===== src/rtl/branch_resolve_queue.sv =====
// In-order queue of in-flight branch predictions; resolves the head against execute
// results, trains the PHT and raises a fetch redirect on a mispredict.
module branch_resolve_queue #(
  parameter int PHT_ADDR_W = 10,
  parameter int DEPTH      = 4,
  parameter int PC_W       = 32
) (
  input  logic                         clk,
  input  logic                         resetn,
  input  logic                         stall,
  input  logic                         flush,
  input  logic                         enq_valid,
  output logic                         enq_ready,
  input  logic [PHT_ADDR_W-1:0]        enq_pht_addr,
  input  logic                         enq_pred_dir,
  input  logic [PC_W-1:0]              enq_pred_target,
  input  logic                         res_valid,
  input  logic                         res_dir,
  input  logic [PC_W-1:0]              res_target,
  input  logic [PC_W-1:0]              res_fallthrough,
  output logic                         upd_valid,
  output logic [PHT_ADDR_W-1:0]        upd_pht_addr,
  output logic                         upd_dir,
  output logic                         mispredict,
  output logic [PC_W-1:0]              redirect_pc,
  output logic                         res_err,
  output logic [$clog2(DEPTH+1)-1:0]   count
);

  localparam int PTR_W = $clog2(DEPTH);
  localparam int CNT_W = $clog2(DEPTH+1);
  localparam logic [CNT_W-1:0] FULL = CNT_W'(DEPTH);

  logic [PHT_ADDR_W-1:0] ent_pht [DEPTH];
  logic                  ent_dir [DEPTH];
  logic [PC_W-1:0]       ent_tgt [DEPTH];

  logic [PTR_W-1:0]      head_q, tail_q;
  logic [CNT_W-1:0]      count_q;

  logic                  active, do_res, do_enq, do_mis, res_empty;
  logic [PHT_ADDR_W-1:0] head_pht;
  logic                  head_dir;
  logic [PC_W-1:0]       head_tgt;

  assign count     = count_q;
  assign enq_ready = (count_q < FULL) && !stall;

  always_comb begin
    head_pht  = ent_pht[head_q];
    head_dir  = ent_dir[head_q];
    head_tgt  = ent_tgt[head_q];
    active    = !stall && !flush;
    do_res    = res_valid && active && (count_q != '0);
    res_empty = res_valid && active && (count_q == '0);
    do_mis    = do_res && ((res_dir != head_dir) ||
                           (res_dir && head_dir && (res_target != head_tgt)));
    // A mispredict squashes younger entries, including one arriving this cycle.
    do_enq    = enq_valid && enq_ready && !flush && !do_mis;
  end

  always_ff @(posedge clk) begin
    if (do_enq) begin
      ent_pht[tail_q] <= enq_pht_addr;
      ent_dir[tail_q] <= enq_pred_dir;
      ent_tgt[tail_q] <= enq_pred_target;
    end
  end

  always_ff @(posedge clk) begin
    if (!resetn) begin
      head_q       <= '0;
      tail_q       <= '0;
      count_q      <= '0;
      upd_valid    <= 1'b0;
      upd_pht_addr <= '0;
      upd_dir      <= 1'b0;
      mispredict   <= 1'b0;
      redirect_pc  <= '0;
      res_err      <= 1'b0;
    end else begin
      upd_valid  <= do_res;
      mispredict <= do_mis;
      res_err    <= res_empty;
      if (do_res) begin
        upd_pht_addr <= head_pht;
        upd_dir      <= res_dir;
      end
      if (do_mis) begin
        redirect_pc <= res_dir ? res_target : res_fallthrough;
      end

      if (flush || do_mis) begin
        head_q  <= '0;
        tail_q  <= '0;
        count_q <= '0;
      end else if (!stall) begin
        if (do_enq) tail_q <= tail_q + PTR_W'(1);
        if (do_res) head_q <= head_q + PTR_W'(1);
        if (do_enq && !do_res)      count_q <= count_q + CNT_W'(1);
        else if (do_res && !do_enq) count_q <= count_q - CNT_W'(1);
      end
    end
  end

endmodule


===== config.mk =====
export PLATFORM = sky130hd
export DESIGN_NAME = branch_resolve_queue
export DESIGN_NICKNAME = d
export VERILOG_FILES = /design/src/rtl/branch_resolve_queue.sv
export SDC_FILE = /design/constraint.sdc
export NUM_CORES = 1
export LEC_CHECK = 0
export CAP_MARGIN = 25
export CORE_MARGIN = 2
export CORE_UTILIZATION = 56
export DETAILED_ROUTE_END_ITERATION = 12
export PLACE_DENSITY = 0.85
export SETUP_SLACK_MARGIN = 0.2
export SYNTH_ARGS = -nofsm -noshare
export SYNTH_HDL_FRONTEND = slang
export SYNTH_SLANG_ARGS = --single-unit

===== constraint.sdc =====
create_clock -name clk -period 13.1 [get_ports clk]
set_clock_uncertainty 0.15 [all_clocks]
set_input_delay 1.31 -clock clk [delete_from_list [all_inputs] [get_ports clk]]
set_output_delay 1.31 -clock clk [all_outputs]
set_load 0.05 [all_outputs]

==> results.md <==
* Post-CTS Resized at 0
* Hold/Removal Path Class: register to register
* Clk pin slew, worst setup/hold paths at around 0.06 ns
* Max transition margin at around two fifths
* Grt ovf at 0
* First-pass GRT wire length at 30,300 µm
* Routed WL per cell at ~22 µm
* Die Width at approximately 130 µm
* Adder-cell share of the synthesized area at 0.921%
* Clk buf depth at 3
* CTS tree: yes
* Final WL at 20,400 µm
* Die height at roughly 130 µm
* Synth top area share at between 50% and 60%
* Status: completed
* Largest family of logic cells by synthesized area: multiplexers
* Count of cell types in the netlist at 40
* Power, Total at roughly 0.0016 W
* Synth top cells by count: edfxtp_1 (172), dfxtp_1 (55), mux4_2 (43)
* CP max FO at 32
* H-tree depth at 1
* Pre-antenna DRT Iters at 4
* Final HPWL DP at 13,100 µm
* Leading area contributor after synthesis: edfxtp_1
* Dominant cells by area after synthesis: edfxtp_1 (58%), dfxtp_1 (12%), mux4_2 (11%), mux2i_1 (3.7%), xnor2_1 (3.4%)
* Critical path type: register to register
* Max cap viols at 0
* Period utilization at between 30% and 40%
* Worst Setup End Kind: register
* Post-synthesis mux area share at 14.5%
* Pin count of the biggest net entering global routing at 41
* Layout cells sized above 1 at between 10% and 20%
* Detailed-route vias per instance at 5.76
* Initial antenna violation count at 0
* Synth Cell Area at approximately 9000 µm²
* Leak pwr at between 3 and 4 nW
* Synth Area in Simple Gates at ~4.3%
* RSZ-0062 raised after global routing: false
* Full die area at roughly 17,000 µm²
* Pwr per Cell Area at roughly 130 nW/µm²
* YS warnings at 0
* Vias in the first global route at about 5,400
* Top-count cell post-synth: edfxtp_1
* Worst vdd ir at between 100 and 150 µV
* Register area share after synthesis at 69.9%
* DP Area at 10,900 µm²
* Post-synthesis compound-gate area fraction at under 10%
* FILL cells at between 900 and 1,000
* Sum Neg Setup Slack at 0 ns
* Number of CTS-inserted buffers at 23
* Vias after detailed routing at between 5,000 and 6,000
* Highest Clock Rate at 0.207 GHz
* DRT antenna net count at 0
* Worst EP arrival at about 4.8 ns
* Finished Cell Area at around 12,000 µm²
* Crit path launch type: register
* Clock net sink count at between 200 and 250
* Post-Syn Area per Cell at 17.6 µm²
* GPL Wtd Cong at 0.761
* Starting density of the core at 56.9%
* DR iter-0 viols at roughly 380
* Final Slew Violations at 0
* Number of I/O port buffers at between 150 and 200
* Final hold vios at 0
* Clock root buffer: clkbuf_16
* Core Area at around 16,000 µm²
* Critical Path RT at between 10 and 15 ns
* Post-Syn Instances at 511
* Layout area overhead at 30.6%
* Postcts setup bufs at 0
* XOR/XNOR Fraction of Synth Area at 3.42%
* Endpoints failing setup at 0
* Main flop type after synthesis: edfxtp_1
* Ys async rst share at 0%
* Ports at between 150 and 200
* Final Critical Period at ~4.8 ns
* EDFF count, synth at 172
* Row Count at 46
* DRC Markers at 0
* Pin slew with the least headroom to its limit at 0.878 ns
* GRT Total Usage at 23.9%
* Mapped Nets at 631
* Nets at around 800
* Seq cells post-synth at approximately 230
* Insertion delay to the later sink of the worst-skew pair at roughly 0.5 ns
* CTS Hold Bufs at 0
## cells in the final DEF (no fill, tap or decap), types with 2 or more instances in the layout
master	synthesis	routed
clkinv_2	0	3
and3_1	3	3
bufinv_16	0	4
a21oi_4	0	4
nor4_1	2	2
mux4_2	43	43
edfxtp_1	172	172
buf_4	3	8
a21boi_0	12	12
nand2_1	36	36
o2bb2ai_1	32	32
clkdlybuf4s50_1	0	162
dfxtp_1	55	53
mux2i_1	33	33
dfxtp_2	0	2
clkbuf_8	0	2
o21ai_0	4	4
nor3_1	3	3
xnor2_1	35	35
nand3_1	2	2
ha_1	5	5
a21oi_1	7	3
clkinvlp_4	0	6
clkbuf_16	0	23
and2_1	6	6
nor2_1	6	5
nand4_1	9	9
inv_1	4	4
clkinv_1	0	2
## cell type report
type                            count  area [µm²]  share of cell area [%]
Clock buffer                       26         607                    5.18
Inverter                            4        15.0                   0.128
Multi-Input combinational cell    254        2620                    22.4
Clock inverter                     16         196                    1.68
Antenna cell                        1        2.50                  0.0214
Tap cell                          216         270                    2.31
Timing Repair Buffer              173        1730                    14.8
Sequential cell                   227        6270                    53.5
## final timing paths
| check | slack [ns] | endpoint | start | cells past startpoint |
|---|---|---|---|---|
| max | 8.28 | ent_pht[2][8] | register | 9 |
| min | 0.31 | redirect_pc[0] | redirect_pc[0] | 1 |
| max reg2reg | 8.28 | ent_pht[2][8] | register | 9 |
| min reg2reg | 0.31 | redirect_pc[0] | redirect_pc[0] | 1 |
## critical path, stage by stage (launching register included)
cell and delay, ns:
dfxtp_2 0.34, buf_4 0.52, mux4_2 0.61, xnor2_1 0.19, nand4_1 0.19, nor4_1 0.53
a21boi_0 0.34, or2_2 0.47, a21oi_4 0.60, buf_4 0.49
## where the power goes
part | total, W | switching (W) | internal (W) | leakage (nW)
clock | 0.000687 | 0.000273 | 0.000414 | 0.376
sequential | 0.000781 | 0.00000221 | 0.000779 | 2.00
combinational | 0.0000935 | 0.0000424 | 0.0000511 | 1.44
## through the flow
step                worst slack, ns  instances  utilization, %  hold WS (ns)
floorplan                      7.98        511               -         0.493
global placement               7.97        872            68.9         0.295
detailed placement             7.94        872            68.9         0.297
CTS                            8.23        914            74.0         0.316
global route                   8.02        916            74.3         0.332
finish                         8.28        917            74.3         0.313
## per-layer routing
metal	GRT usage [%]	vias up	part of all wire, %
met5	0	-	0
met4	8.70	0	2.8
met3	4.76	49	6.1
met2	41.7	205	52
met1	30.1	2663	39
li1	-	2365	-
## state kept, by name, indices dropped and copies added (netlist names), 2 cells and up, named ones only
register      count
redirect_pc      32
ent_dir           4
upd_pht_addr     10
ent_tgt         128
count             3
head_q            2
ent_pht          40
tail_q            2
## kinds of logic after synthesis
kind of cell	count (synthesis)
muxes	76
DFF	227
and+or+nand+nor	76
xor gates and xnor gates	35
adders and majority gates	6
AOI/OAI and AO/OA	61
buffers and inverters	30
(Power assumes the default switching activity.)
